File: config.mk
export PLATFORM = sky130hd
export DESIGN_NAME = reg_write_sequencer
export DESIGN_NICKNAME = d
export VERILOG_FILES = /design/src/rtl/reg_wb_pkg.sv /design/src/rtl/reg_write_sequencer_mem_wait_timer.sv /design/src/rtl/reg_write_sequencer.sv
export SDC_FILE = /design/constraint.sdc
export NUM_CORES = 1
export LEC_CHECK = 0
export CORE_MARGIN = 2
export CORE_UTILIZATION = 30
export DETAILED_ROUTE_END_ITERATION = 6
export GPL_ROUTABILITY_DRIVEN = 0
export MAX_ROUTING_LAYER = met4
export PLACE_DENSITY = 0.57
export SLEW_MARGIN = 0
export SYNTH_ARGS = -nofsm -noshare
export SYNTH_HDL_FRONTEND = slang
export SYNTH_SLANG_ARGS = --single-unit
export TNS_END_PERCENT = 100
File: constraint.sdc
create_clock -name clk -period 1.6 [get_ports clk]
set_clock_uncertainty 0.15 [all_clocks]
set_input_delay 0.32 -clock clk [delete_from_list [all_inputs] [get_ports clk]]
set_output_delay 0.32 -clock clk [all_outputs]
set_load 0.02 [all_outputs]
File: src/rtl/reg_wb_pkg.sv
// Shared encodings for the register write-back sequencer: instruction classes,
// destination/source mux selects, FSM states and the debug view of the FSM.
package reg_wb_pkg;

   localparam int TIMER_W = 8;

   typedef enum logic [2:0] {
      OP_RTYPE = 3'b000,
      OP_IALU  = 3'b001,
      OP_LOAD  = 3'b010,
      OP_JAL   = 3'b011,
      OP_PUSH  = 3'b100,
      OP_POP   = 3'b101,
      OP_JALR  = 3'b110,
      OP_NOP   = 3'b111
   } op_class_t;

   typedef enum logic [1:0] {
      DST_RT  = 2'b00,
      DST_RD  = 2'b01,
      DST_R31 = 2'b10,
      DST_R29 = 2'b11
   } reg_dst_t;

   typedef enum logic [1:0] {
      SRC_ALU = 2'b00,
      SRC_MEM = 2'b01,
      SRC_PC4 = 2'b10,
      SRC_SP  = 2'b11
   } wb_src_t;

   typedef enum logic [2:0] {
      ST_IDLE     = 3'd0,
      ST_WAIT_MEM = 3'd1,
      ST_WRITE1   = 3'd2,
      ST_WRITE2   = 3'd3,
      ST_DONE     = 3'd4
   } state_t;

   // Debug view: current state plus the instruction fields captured at start.
   typedef struct packed {
      state_t      state;
      op_class_t   op;
      logic [4:0]  rt;
      logic [4:0]  rd;
   } dbg_t;

   function automatic reg_dst_t write1_dst(input op_class_t op);
      reg_dst_t d;
      case (op)
         OP_RTYPE, OP_JALR: d = DST_RD;
         OP_JAL:            d = DST_R31;
         OP_PUSH:           d = DST_R29;
         default:           d = DST_RT;
      endcase
      return d;
   endfunction

   function automatic wb_src_t write1_src(input op_class_t op);
      wb_src_t s;
      case (op)
         OP_LOAD, OP_POP:  s = SRC_MEM;
         OP_JAL, OP_JALR:  s = SRC_PC4;
         OP_PUSH:          s = SRC_SP;
         default:          s = SRC_ALU;
      endcase
      return s;
   endfunction

endpackage

File: src/rtl/reg_write_sequencer_mem_wait_timer.sv
// Saturating 8-bit cycle counter bounding how long the sequencer waits for memory.
module mem_wait_timer
   import reg_wb_pkg::*;
#(
   parameter int MEM_TIMEOUT = 15
)
(
   input  logic clk,
   input  logic reset_n,
   input  logic clear,
   input  logic enable,
   output logic expired
);

   localparam logic [TIMER_W-1:0] LIMIT = MEM_TIMEOUT[TIMER_W-1:0];

   logic [TIMER_W-1:0] r_count;

   // Clear wins over enable; the count holds at all-ones instead of wrapping.
   always_ff @(posedge clk or negedge reset_n) begin
      if (!reset_n) begin
         r_count <= '0;
      end else if (clear) begin
         r_count <= '0;
      end else if (enable && (r_count != {TIMER_W{1'b1}})) begin
         r_count <= r_count + {{(TIMER_W-1){1'b0}}, 1'b1};
      end
   end

   assign expired = (r_count >= LIMIT);

endmodule

File: src/rtl/reg_write_sequencer.sv
// Register write-back sequencer: steps the register-file write enable and mux
// selects through the write-back of one instruction, waiting on memory when needed.
module reg_write_sequencer
   import reg_wb_pkg::*;
#(
   parameter int MEM_TIMEOUT = 15
)
(
   input  logic       clk,
   input  logic       reset_n,
   input  logic       start,
   input  logic [2:0] op_class,
   input  logic [4:0] rt_addr,
   input  logic [4:0] rd_addr,
   input  logic       mem_ready,
   output logic [1:0] reg_dst_sel,
   output logic [1:0] wb_src_sel,
   output logic       reg_write,
   output logic       busy,
   output logic       done,
   output logic       mem_err,
   output dbg_t       dbg
);

   state_t     r_state;
   state_t     w_next;
   op_class_t  r_op;
   logic [4:0] r_rt;
   logic [4:0] r_rd;
   logic       r_timeout;

   logic       w_take;
   logic       w_timeout_now;
   logic       w_tmr_clear;
   logic       w_tmr_en;
   logic       w_tmr_expired;

   assign w_tmr_en = (r_state == ST_WAIT_MEM);

   mem_wait_timer #(
      .MEM_TIMEOUT (MEM_TIMEOUT)
   ) u_timer (
      .clk     (clk),
      .reset_n (reset_n),
      .clear   (w_tmr_clear),
      .enable  (w_tmr_en),
      .expired (w_tmr_expired)
   );

   always_ff @(posedge clk or negedge reset_n) begin
      if (!reset_n) begin
         r_state <= ST_IDLE;
      end else begin
         r_state <= w_next;
      end
   end

   // Outputs depend only on r_state and the latched class; inputs steer w_next only.
   always_comb begin
      w_next        = r_state;
      w_take        = 1'b0;
      w_timeout_now = 1'b0;
      w_tmr_clear   = 1'b0;
      reg_dst_sel   = DST_RT;
      wb_src_sel    = SRC_ALU;
      reg_write     = 1'b0;
      busy          = 1'b1;
      done          = 1'b0;
      mem_err       = 1'b0;
      case (r_state)
         ST_IDLE: begin
            busy = 1'b0;
            if (start) begin
               w_take = 1'b1;
               case (op_class_t'(op_class))
                  OP_LOAD, OP_POP: begin
                     w_next      = ST_WAIT_MEM;
                     w_tmr_clear = 1'b1;
                  end
                  OP_NOP:  w_next = ST_DONE;
                  default: w_next = ST_WRITE1;
               endcase
            end
         end
         ST_WAIT_MEM: begin
            if (mem_ready) begin
               w_next = ST_WRITE1;
            end else if (w_tmr_expired) begin
               w_next        = ST_DONE;
               w_timeout_now = 1'b1;
            end
         end
         ST_WRITE1: begin
            reg_write   = 1'b1;
            reg_dst_sel = write1_dst(r_op);
            wb_src_sel  = write1_src(r_op);
            w_next      = (r_op == OP_POP) ? ST_WRITE2 : ST_DONE;
         end
         ST_WRITE2: begin
            reg_write   = 1'b1;
            reg_dst_sel = DST_R29;
            wb_src_sel  = SRC_SP;
            w_next      = ST_DONE;
         end
         ST_DONE: begin
            done    = 1'b1;
            mem_err = r_timeout;
            w_next  = ST_IDLE;
         end
         default: begin
            busy   = 1'b0;
            w_next = ST_IDLE;
         end
      endcase
   end

   // r_timeout is only meaningful in DONE: it records how WAIT_MEM was left.
   always_ff @(posedge clk or negedge reset_n) begin
      if (!reset_n) begin
         r_op      <= OP_RTYPE;
         r_rt      <= '0;
         r_rd      <= '0;
         r_timeout <= 1'b0;
      end else begin
         r_timeout <= w_timeout_now;
         if (w_take) begin
            r_op <= op_class_t'(op_class);
            r_rt <= rt_addr;
            r_rd <= rd_addr;
         end
      end
   end

   assign dbg.state = r_state;
   assign dbg.op    = r_op;
   assign dbg.rt    = r_rt;
   assign dbg.rd    = r_rd;

endmodule

Yosys cells after proc, flatten, opt, wreduce, memory -nomap -nowiden
Index checks and enable logic that the tools add are counted.
Widths: inputs -> output; s select.
- $add $sub $neg: 1
- $lt $le $gt $ge: 1
- eq/ne operators: 15
- muxes and demuxes: 24
- reductions and logical operators: 11
- operators with widths (cell ; count):
    $eq 3x3->1 const B ; 6
    $mux 8 ; 2
    $eq 3x2->1 const B ; 5
    $mux 1 ; 12
    $mux 3 ; 4
    $pmux 2 s3 ; 2
    $pmux 3 s4 ; 1
    $reduce_or 2->1 ; 5
    $add 8x1->8 const B ; 1
    $ge 8x4->1 const B ; 1
    $ne 8x8->1 const B ; 1
    $pmux 2 s2 ; 2
    $logic_not 3->1 ; 2
    $pmux 3 s2 ; 1
    $reduce_or 4->1 ; 1
    $eq 3x1->1 const B ; 1
    $ne 3x3->1 const B ; 1
    $ne 2x2->1 const B ; 1
    $reduce_and 2->1 ; 1
    $reduce_bool 2->1 ; 1
    $logic_and 1x1->1 ; 1
- bits in registers: 25
- input bits: 17
- output and inout bits: 24
- word-level logic and storage cells: 58

Depth between registers and ports, before layout
Gate-level depths: netlist of the first run.
- word-level depth: 6
- depth in mapped cells: 7
- mapped depth without buffers: 5

Hierarchy
Synthesis of the first run repeated with hierarchy kept, for this count alone.
- cell total of the unflattened synthesis: 126
- area, all modules: 1452.6 um2
- modules (own cells, without submodules) (module ; instances ; cells an instance ; area an instance (um2) ; seq. area each (um2)):
    reg_write_sequencer ; 1 ; 77 ; 952.2 ; 425.4
    mem_wait_timer ; 1 ; 49 ; 500.5 ; 200.2

Least setup slack after synthesis of the first run
OpenSTA, ideal clock, no wires.
- path kind: reg2reg
- from: register r_state[0]
- to: register r_op[1]
- library setup time: 0.125 ns
- arrival time: 1.615 ns
- required time: 1.325 ns
- slack: -0.289 ns
- stages on the path, launching flop included: 7
- path buffers: 3
- clock period less this slack: 1.889 ns
- path through: dfrtp_1 buf_6 nor3_1 and2_1 buf_6 buf_4 mux2_2
- word-level cells in the longest chain between the ends: 2
- RTL lines (element ; RTL line ; RTL):
    from (decl) ; reg_write_sequencer.sv:25 ; state_t r_state;
    from (signal assigned) ; reg_write_sequencer.sv:54 ; r_state <= w_next;
    $logic_not 3->1 ; reg_write_sequencer.sv:70 ; case (r_state)
    $mux 1 ; reg_write_sequencer.sv:70 ;
    to (signal assigned) ; reg_write_sequencer.sv:127 ; r_op <= op_class_t'(op_class);
    to (decl) ; reg_write_sequencer.sv:27 ; op_class_t r_op;
Every way passes these cells.
A chain may end at the register's enable or synchronous reset.

Worst setup path after layout of the first run
- from: register r_op[1]
- to: output port reg_dst_sel[1]
- word-level cells in the longest chain between the ends: 4
- elaborated cells on any way between the ends: 7
- those cells by class: eq/ne: 3; mux: 2; reduce/logical: 2
- RTL lines (element ; RTL line ; RTL):
    $eq 3x3->1 or $logic_not 3->1 (tied branches) ; reg_wb_pkg.sv:50 ; case (op)
    $reduce_or 2->1 ; reg_wb_pkg.sv:50 ;
    $pmux 2 s3 * ; reg_wb_pkg.sv:50 ;
    $pmux 2 s2 * ; reg_write_sequencer.sv:70 ;
    to (decl) ; reg_write_sequencer.sv:16 ; output logic [1:0] reg_dst_sel,
Every way passes the cells marked *; elsewhere a longest branch is shown, timed or not.

==> key figures, run 1 <==
Synthesis
  • Ys async rst share: between 90% and 100%
  • Syn Inst Count: 120
  • Synthesized area: ~0.0013 mm^2
  • Synth cell types: 37
  • Syn avg cell area: between 10 and 15 um^2
  • Mapped Nets: between 100 and 150
  • Most used DFF post-synth: dfrtp_1
  • Warnings, synthesis: 0
  • EDFF count, synth: 0
  • Seq/Total Area, Yosys: 49.2%
  • Flop and latch count out of synthesis: 25

Placement
  • Place WS: -345 ps
  • Placed cell count: between 200 and 250
  • HPWL after DPL: between 2000 and 2500 um
  • Port bufs: 40
  • Area after DPL: 0.00199 mm^2

Run status
  • Status: complete, but fails checks
  • Failing checks: setup timing

Worst setup path
  • Critical path peak fanout: 3
  • R2R depth: 6
  • Crit path largest cell delay: 420 ps
  • CP required: 1130 ps
  • Worst path slowest cell: dfrtp_1
  • Crit path cell chain: buf_6 -> nor2b_4 -> nand2_2 -> a21oi_2 -> buf_4
  • Startpoint types: flop
  • Delay-heaviest family, CP: flip-flops
  • Reg2reg setup slack: -150 ps
  • Critical path arrival: between 1000 and 1500 ps
  • R2r endpoint: r_op[2]
  • Reg-to-reg critical path startpoint: r_state[0]
  • Setup crit end kind: output port
  • Crit Path Category: reg -> out
  • CP bufs+invs: 2

Clocking
  • Hold_buf cts: 0
  • CTS tree: built
  • Total CTS buffers: 3
  • CTS root buf: clkbuf_8
  • Clk buf depth: 2
  • Latest clock arrival within the worst-skew pair: between 200 and 300 ps
  • CTS Sinks: 25
  • Clk slew on worst S/H paths: ~90 ps
  • Htree depth: 1

GRT
  • First-pass GRT wire length: between 6000 and 7000 um
  • Grt total ovfl: 0
  • Initial antenna violation count: 0
  • Vias in the first global route: roughly 1400
  • Largest net degree at the start of global routing: 26
  • GR Util All Layers: between 10% and 20%

STA
  • Fmax: between 0.5 and 0.6 GHz
  • Post-route worst setup slack: -167 ps
  • Tmin final: roughly 1800 ps
  • Endpoints failing setup: 30
  • Fin. max-slew vios: 0
  • Worst slew pin tran: 330 ps
  • Hold slack: about 260 ps
  • Slew Limit Headroom: around four fifths
  • Unrepaired setup endpoints after global routing: true
  • Final Hold Viols: 0
  • Final period util: 110%
  • Setup TNS Final: -3150 ps

Detailed routing
  • Detailed Route Iter0 Violations: 82
  • ANT nets after route: 0
  • DRC errors left: 0
  • Routed WL: 3600 um
  • Vias/cell: 4.89
  • Routed wire per std cell: approximately 14 um
  • First-pass detailed-route iteration total: 4
  • Via count: 1228

Power and ir drop
  • Tot Pwr: between 4 and 5 mW
  • Lkg Pwr: approximately 1.1 nW
  • Power per cell area: 1810 mW/mm^2
  • Peak VDD IR: between 0.9 and 1 mV

Final layout
  • Fill cells: approximately 340
  • N_diodes: 0
  • Layout cells sized above 1: between 50% and 60%
  • Cell area after layout: 0.00233 mm^2
  • Core Util, Final: 57.9%
  • Nets@finish: 220
  • Post-Layout Cell Count: between 200 and 300
  • Layout area overhead: 83.5%

Floorplan
  • Die X: between 60 and 70 um
  • Top Ports: slightly above 40
  • Die area: ~0.0048 mm^2
  • Row cnt: 23
  • Die Ht: ~70 um
  • Initial Util: between 30% and 40%
  • Core area: between 0.004 and 0.005 mm^2

Job
  • Max-cap viol count: 0

Min path
  • Hold Path Class: in -> async
[timing repair]
| action | in CTS | in global routing |
|---|---|---|
| gates resized for setup | 91 | 35 |
| buffers inserted | 8 | 3 |
| setup endpoints to repair | 47 | 35 |
| pin swaps | 13 | 11 |
| cloned | 0 | 1 |
[layout by cell type, fill, tap and decap left out, types with 2 or more instances in the layout]
master,n
nand2_1,8
buf_4,37
buf_6,8
dlygate4sd2_1,12
nand3_1,2
clkbuf_8,3
dfrtp_1,20
o21ai_1,2
and3_1,2
o211ai_1,2
nor2_4,2
and2_4,3
nor2b_4,2
nor2_2,2
xor2_1,2
nor2_1,10
clkdlybuf4s50_1,16
nor3_2,2
buf_12,3
buf_2,2
dfrtp_2,5
mux2_4,12
a21oi_2,3
a21oi_1,2
nand4_1,2
nand2_2,2
[cells by family after synthesis]
group / synth area share (%)
buffers and inverters: 3.84
DFF: 49.2
adders and majority gates: 0.984
xor gates and xnor gates: 3.44
and+or+nand+nor: 23.0
AOI/OAI and AO/OA: 8.07
muxes: 11.4
[how the worst max path moves through the flow]
stage	start	to	slack (ps)	cells past startpoint
6_report	r_op[1]	reg_dst_sel[1]	-170	5
5_1_grt	r_state[0]	u_timer.r_count[5]	-230	6
4_1_cts	r_state[0]	mem_err	-190	3
3_5_place_dp	r_op[2]	wb_src_sel[1]	-340	4
3_3_place_gp	r_op[2]	wb_src_sel[1]	-310	4
2_1_floorplan	r_state[0]	r_state[0]	-100	7
[sequential cells by signal (all words and copies together) (netlist names)]
register / flops
r_rd: 5
r_timeout: 1
r_state: 3
u_timer.r_count: 8
r_rt: 5
r_op: 3
[layout make-up]
| type | count | area, um^2 | share of cell area [%] |
|---|---|---|---|
| clock inverters | 1 | 7.51 | 0.322 |
| inverters | 2 | 7.51 | 0.322 |
| multi-input cells | 89 | 837 | 35.9 |
| flip-flops and latches | 25 | 632 | 27.1 |
| repair buffers | 81 | 744 | 31.9 |
| clock buffers | 3 | 41.3 | 1.77 |
| well taps | 50 | 62.6 | 2.68 |
[Yosys cell counts (all sizes together), types with 2 or more instances]
library cell | instances | area, um^2
mux2 | 12 | 135
dfrtp | 25 | 626
nand2 | 10 | 37.5
nor3b | 2 | 20.0
nand3 | 2 | 10.0
or4 | 2 | 15.0
o211ai | 2 | 15.0
nand4 | 2 | 12.5
and3 | 4 | 25.0
or3 | 2 | 12.5
nor2b | 2 | 12.5
xor2 | 4 | 35.0
and2 | 3 | 18.8
a21oi | 5 | 25.0
o21ai | 3 | 18.8
nor2 | 14 | 52.6
buf | 4 | 41.3
inv | 2 | 7.51
nor3 | 4 | 20.0
or3b | 2 | 17.5
[layer usage]
metal  part of all wire, %  GRT usage [%]
met1                    41           18.5
met2                    51           27.0
met3                   6.1           4.68
met4                   2.1           5.01
met5                     0              -
[power breakdown]
group,internal [mW],total [mW],switching [mW]
Sequential,0.895,1.10,0.203
Combinational,1.49,2.74,1.24
Clock,0.176,0.385,0.209
Total,2.57,4.22,1.65
(Power assumes the default switching activity.)
==> inputs of run 2 (changes only) <==
- PLACE_DENSITY: 0.57 -> 0.55
- clock period: 1.6 -> 1.7 ns (I/O delays scaled with it)
==> key figures, run 2 (synthesis results as in run 1) <==
Run status
  • Status: complete, but fails checks (unchanged)
  • Failing checks: setup timing (unchanged)

Worst setup path
  • Critical path arrival: 1790 ps (was 1300 ps)
  • CP required: 1700 ps (was 1130 ps)
  • Critical path peak fanout: 7 (was 3)
  • Crit Path Category: reg -> reg (was reg -> out)
  • Setup crit end kind: flop (was output port)
  • Startpoint types: flop (unchanged)

Final layout
  • Nets@finish: 210 (was 220)
  • N_diodes: 0 (unchanged)
  • Multi-input logic area: 752 um^2 (was 837 um^2)
  • Largest register FFs: 8 (unchanged)
  • Layout area overhead: 71.1% (was 83.5%)
  • Most frequent cells in the layout: 27 x buf_4, 20 x dfrtp_1, 16 x clkdlybuf4s50_1, 13 x nor2_1, 12 x mux2_4 (was 37 x buf_4, 20 x dfrtp_1, 16 x clkdlybuf4s50_1, 12 x mux2_4, 12 x dlygate4sd2_1)
  • Storage cell area: 632 um^2 (unchanged)
  • Layout cells sized above 1: 43.5% (was 54.2%)
  • Commonest non-fill, non-tap cell in the layout: buf_4 (unchanged)
  • Largest register by flop count: u_timer.r_count (unchanged)
  • Top flop regs: u_timer.r_count: 8 flops, r_rd: 5 flops, r_rt: 5 flops (unchanged)
  • Fill cells: 365 (was 336)

GRT
  • Vias in the first global route: 1274 (was 1355)
  • Largest net degree at the start of global routing: 26 (unchanged)
  • Grt total ovfl: 0 (unchanged)
  • First-pass GRT wire length: 5660 um (was 6060 um)
  • Initial antenna violation count: 0 (unchanged)
  • GR Util All Layers: 14.9% (was 16.1%)

Detailed routing
  • DRC errors left: 0 (unchanged)
  • Vias/cell: 4.84 (was 4.89)
  • Routed WL: 3350 um (was 3600 um)
  • First-pass detailed-route iteration total: 4 (unchanged)
  • Routed wire per std cell: 13.9 um (was 14.3 um)
  • Via count: 1166 (was 1228)
  • ANT nets after route: 0 (unchanged)
  • Detailed Route Iter0 Violations: 33 (was 82)

Clocking
  • Hold_buf cts: 0 (unchanged)
  • CTS Sinks: 25 (unchanged)
  • CTS root buf: clkbuf_8 (unchanged)
  • CTS tree: built (unchanged)
  • Clk buf depth: 2 (unchanged)
  • Clk slew on worst S/H paths: 90 ps (about the same)
  • Total CTS buffers: 3 (unchanged)
  • Htree depth: 1 (unchanged)
  • Latest clock arrival within the worst-skew pair: 260 ps (was 270 ps)

Job
  • Max-cap viol count: 0 (unchanged)

Floorplan
  • Die Ht: 69.1 um (unchanged)
  • Die X: 69.1 um (unchanged)
  • Row cnt: 23 (unchanged)
  • Top Ports: 41 (unchanged)
  • Die area: 0.00477 mm^2 (unchanged)
  • Core area: 0.00403 mm^2 (unchanged)
  • Initial Util: 31.6% (unchanged)

STA
  • Unrepaired setup endpoints after global routing: true (unchanged)
  • Slew Limit Headroom: 75.1% (was 78.0%)
  • Fin. max-slew vios: 0 (unchanged)
  • Fmax: 0.559 GHz
  • Endpoints failing setup: 14 (was 30)
  • Tmin final: between 1500 and 2000 ps
  • Hold slack: 290 ps (was 256 ps)
  • Worst slew pin tran: 369 ps (was 330 ps)
  • Final Hold Viols: 0 (unchanged)
  • Final period util: 105%
  • Post-route worst setup slack: -89.6 ps (was -167 ps)

Power and ir drop
  • Power per cell area: 1700 mW/mm^2 (was 1810 mW/mm^2)
  • Peak VDD IR: 0.839 mV (was 0.901 mV)
  • Lkg Pwr: 1.00 nW (was 1.07 nW)
  • Tot Pwr: 3.70 mW (was 4.22 mW)

Placement
  • HPWL after DPL: 2340 um (was 2350 um)
  • Port bufs: 40 (unchanged)

Min path
  • Hold Path Class: in -> async (unchanged)
-- run 2: cell count changes in the layout (fill, tap and decap cells not counted), sizes merged --
cell / previous run / this run
buf: 50 / 39
clkdlybuf4s15: 1 / 5
clkbuf: 5 / 4
clkinvlp: 1 / 0
dlygate4sd2: 12 / 11
-- run 2: layout make-up --
type | instances | share of cell area (%)
inverters | 2 | 0.345
flip-flops and latches | 25 | 29.1
repair buffers | 71 | 31.1
clock buffers | 4 | 2.07
multi-input cells | 89 | 34.6
well taps | 50 | 2.88
-- run 2: power by group --
part / total (mW) / internal, mW / switching [mW]
clock: 0.346 / 0.167 / 0.179
sequential: 1.04 / 0.843 / 0.194
combinational: 2.32 / 1.26 / 1.06
total: 3.70 / 2.27 / 1.43
-- run 2: routing by layer --
layer	vias up	global-route usage (%)	part of all wire, %
li1	569	-	-
met5	-	-	0
met2	34	24.7	53
met3	4	2.05	3.5
met4	0	5.45	1.0
met1	559	18.5	43
-- run 2: repair_timing --
action                     CTS  global route
buffers inserted             6             1
cloned                       1             0
resized for setup           75            27
setup endpoints to repair   47            27
pin swaps                    6             9
-- run 2: worst paths after layout --
| check | depth (start not counted) | slack (ps) | from | end |
|---|---|---|---|---|
| worst max-delay path | 7 | -90 | r_state[0] | r_rd[1] |
| worst min-delay path | 2 | 290 | reset_n | r_state[2] |
| max in group asynchronous | 2 | 840 | reset_n | r_op[0] |
| worst max register to register | 7 | -90 | r_state[0] | r_rd[1] |
| min in group clk | 1 | 370 | r_rt[2] | r_rt[2] |
| worst min register to register | 1 | 370 | r_rt[2] | r_rt[2] |
-- run 2: critical path, cell delays in order (launching register included) --
cell     delay (ps)
dfrtp_2         420
buf_6           130
buf_6           110
nor3_4          110
and2_4          210
buf_12          110
buf_12          120
mux2_4          290
-- run 2: per-stage QoR --
stage,setup WS (ps),setup TNS [ps],instance area [um^2],util (%),std cells
6_report,-89.6,-909,2170,54.0,241
5_1_grt,-154,-2010,2170,54.0,241
4_1_cts,-101,-992,2090,51.9,240
3_5_place_dp,-276,-3820,1910,47.5,229
3_3_place_gp,-196,-3300,1910,47.5,229
2_1_floorplan,4.13,0,1300,-,120
==> variant 1: new RTL, settings of run 2 <==
`TIMER_W`: 8 -> 10.
--- a/src/rtl/reg_wb_pkg.sv
+++ b/src/rtl/reg_wb_pkg.sv
@@ -2,7 +2,7 @@
 // destination/source mux selects, FSM states and the debug view of the FSM.
 package reg_wb_pkg;
 
-   localparam int TIMER_W = 8;
+   localparam int TIMER_W = 10;
 
    typedef enum logic [2:0] {
       OP_RTYPE = 3'b000,
Function: same outputs for any inputs over 10 cycles, from zero or initial values and one cycle with reset_n low; that may be too few to reach the edited logic, so the function may still have changed.
==> variant 1 against run 2 <==
  * Largest power group unchanged
  * Area after synthesis grew 15%
  * Sequential cell count is 2 higher
  * The run still ends with negative setup slack left
  * Wire length increased by 30%
  * Setup slack worse by 67 ps
  * Critical path type unchanged
  * Cell area up 16%
  * Total power is 20% higher
  * Clock power up 8.7%
==> variant 1: results (changes against run 2) <==
outcome=complete, but fails checks; violated checks=negative setup slack; met2 usage=31.25% (+6.6 points); first-pass GRT wire length=7403 um (+31%); Inverters=4 (+2); M1 wire length=1851 um (+29%); bufs w/o clock=84 (+18%); Worst-Margin Slew=354.7 ps (-14.18 ps); Worst R2R Start=r_state[1]$_DFFE_PN0P_; FF-to-FF End=r_rd[4]$_DFFE_PN0P_; Non-Clock Buffer Area Fraction=30.61% (-0.46 points); Final Net Count=243 (+16%); mux share of post-synthesis cell area=11.28% (-0.14 points); endpoints failing setup=30 (+16); Final Non-Filler Cells=291 (+21%); setup slack after placement=-358.0 ps (-82.07 ps); library cells used by synthesis=41 (+11%); Post-Place Cells=269 (+17%); XOR/XNOR Fraction of Synth Area=1.197% (-2.2 points); WL met3=116 um (-1.7%); Syn Area/Cell=10.46 sq um (-1.3%); fraction of area in registers=27.03% (-2.0 points); peak supply drop=0.7173 mV (-15%); post-DP HPWL=2888 um (+24%); clock network share of area=1.941% (-0.13 points); met3 Use GR=2.195% (+0.15 points); area grow syn2layout=71.71%; Multi-input comb cells=105 (+18%); DR vias=1398 (+20%); Fillers=427 (+17%); number of global-route vias before repair=1542 (+21%); ratio of cells with drive above 1 in the final layout=48.66% (+5.2 points); Fin Setup TNS=-3011 ps (-2102 ps); M1 GR Usage=20.98% (+2.5 points); Mapped Nets=158 (+14%); largest net degree at the start of global routing=28 (+7.7%); Crit path arrival time=1870 ps (+80 ps); sequential area share after synthesis=46.15% (-3.1 points); aggregate global-route resource usage=17.94% (+3.1 points); drt wl/cell=14.98 um (+7.8%); worst setup margin=-156.5 ps (-66.98 ps); Critical Path End=r_rd[4]$_DFFE_PN0P_; Cell Area, Placed=2153 sq um (+13%); Layout clock buffers=3 (-1); Top Registers=u_timer.r_count: 10 flops, r_rd: 5 flops, r_rt: 5 flops; Synth Instances=140 (+17%); Synth Area in Compound Gates=12.65% (+4.6 points); synth top area cells=dfrtp_1 (46%), mux2_2 (9.2%), nand2_1 (3.8%); top cells by count, synth=dfrtp_1 (27), nand2_1 (15), mux2_2 (12); Sink Count=27 (+8.0%); Final Hold Slack=295.0 ps (+4.722 ps); Iteration-0 DRC Markers=60 (+82%); post-synthesis adder-cell area fraction=0.8547% (-0.13 points); Crit Path Max Fanout=8 (+1); multi-input combinational area share=36.49% (+1.9 points); wire length on met2=2362 um (+34%)
[variant 1: cell count changes in the layout (fill, tap and decap cells not counted), moves of 3 or more]
cell             before  now
clkdlybuf4s15_1       4    0
buf_2                 2    5
buf_6                 6   16
nand3_2               0    4
nand3_1               2    5
o21ai_1               0    3
nor2_1               13    5
xor2_1                4    0
buf_4                27   30
nand2_1              10   13
nand4_1               2    7
dfrtp_1              20   24
[variant 1: what timing repair did]
item | in CTS | in global routing
pin swaps | 10 | 7
gates resized for setup | 98 | 22
endpoints found under the hold margin | 0 | 0
setup endpoints to repair | 47 | 39
buffers inserted | 13 | 4
gates cloned | 2 | 0
[variant 1: worst max-delay path, cell delays in order (launching register included)]
cell and delay [ps]:
dfrtp_2 440, buf_6 130, buf_6 120, nor4b_4 220, buf_6 160, buf_12 100
buf_12 130, mux2_4 300
[variant 1: power by group]
group	internal, W	switching, W	total (W)
Clock	0.000166	0.000209	0.000376
Combinational	0.00155	0.00133	0.00288
Sequential	0.000926	0.000259	0.00119
Total	0.00264	0.00180	0.00444
==> variant 2: new RTL, config.mk and constraints of run 2 <==
Without the edit above. Put a register stage on the output `dbg`. The value now appears one clock later. The other outputs are not delayed to match.
--- a/src/rtl/reg_write_sequencer.sv
+++ b/src/rtl/reg_write_sequencer.sv
@@ -21,6 +21,8 @@
    output logic       mem_err,
    output dbg_t       dbg
 );
+
+   dbg_t dbg_d;
 
    state_t     r_state;
    state_t     w_next;
@@ -131,10 +133,14 @@
       end
    end
 
-   assign dbg.state = r_state;
-   assign dbg.op    = r_op;
-   assign dbg.rt    = r_rt;
-   assign dbg.rd    = r_rd;
+   assign dbg_d.state = r_state;
+   assign dbg_d.op    = r_op;
+   assign dbg_d.rt    = r_rt;
+   assign dbg_d.rd    = r_rd;
+
+   always_ff @(posedge clk) begin
+      dbg <= dbg_d;
+   end
 
 endmodule
 
Behaviour: not the same (a bounded check fails within 4 cycles, from zero or initial values and one cycle with reset_n low).
==> variant 2 against run 2 <==
  * Worst hold slack worse by 62 ps
  * The flow still finishes with violations (negative setup slack)
  * Total power grew 30%
  * Via count increased by 7.2%
  * Setup slack worse by 16 ps
  * Sequential cell count up 16
  * Area after synthesis up 24%
  * Wire length is 15% higher
  * Cell area grew 16%
  * Combinational power up 4%
==> variant 2: results (changes against run 2) <==
aggregate global-route resource usage=13.49% (-1.4 points); Critical Path End=wb_src_sel[1]; clk slew on worst S/H paths=70 ps (-20 ps); CP max stage cell=dfrtp_1; Multi-input comb cells=85 (-4.5%); Post-Route WL=3834 um (+15%); H-tree depth=2 (+1); first-pass GRT wire length=6092 um (+7.6%); Top Registers=dbg: 16 flops, u_timer.r_count: 8 flops; post-synthesis adder-cell area fraction=0.7924% (-0.19 points); sequential area share after synthesis=59.90% (+11 points); bufs w/o clock=67 (-5.6%); post-cts sizing count=67 (-11%); endpoints failing setup=7 (-7); Crit. Startpoint=r_op[1]$_DFFE_PN0P_; worst setup margin=-105.1 ps (-15.56 ps); outcome=complete, but fails checks; Final Net Count=222 (+5.7%); clock network share of area=4.127% (+2.1 points); Crit Path Max Fanout=3 (-4); asr flop ratio synth=60.98% (-39 points); peak supply drop=0.6356 mV (-24%); XOR/XNOR Fraction of Synth Area=2.773% (-0.67 points); violated checks=negative setup slack; CTS buffer count=5 (+2); FF-to-FF End=u_timer.r_count[6]$_DFFE_PN0P_; Mapped Nets=152 (+10%)
[variant 2: cell count changes after synthesis, moves of 2 or more]
cell,before,now
a21oi_1,5,8
buf_2,0,2
buf_6,3,0
dfxtp_1,0,16
inv_1,2,4
nand2_1,10,6
nand4_1,2,4
nor2_1,14,12
o21ai_0,2,5
or3b_1,2,0
or4_1,2,0
[variant 2: kinds of logic after synthesis]
logic type,count (synthesis)
multiplexers,13
AO/OA/AOI/OAI,23
flip-flops,41
AND/OR/NAND/NOR,43
XOR/XNOR,5
buffers and inverters,8
adder cells (fa/ha/maj),1
[variant 2: metrics by stage]
step                cell area [sq um]  TNS, ps  power [W]  utilization [%]
CTS                              2370   -260.8   0.004543            46.40
global placement                 2225    -5261   0.003709            43.56
global route                     2516    -1184   0.005110            49.27
finish                           2516   -517.6   0.004817            49.27
detailed placement               2225    -5717   0.003750            43.56
floorplan                        1588        0   0.002736                -
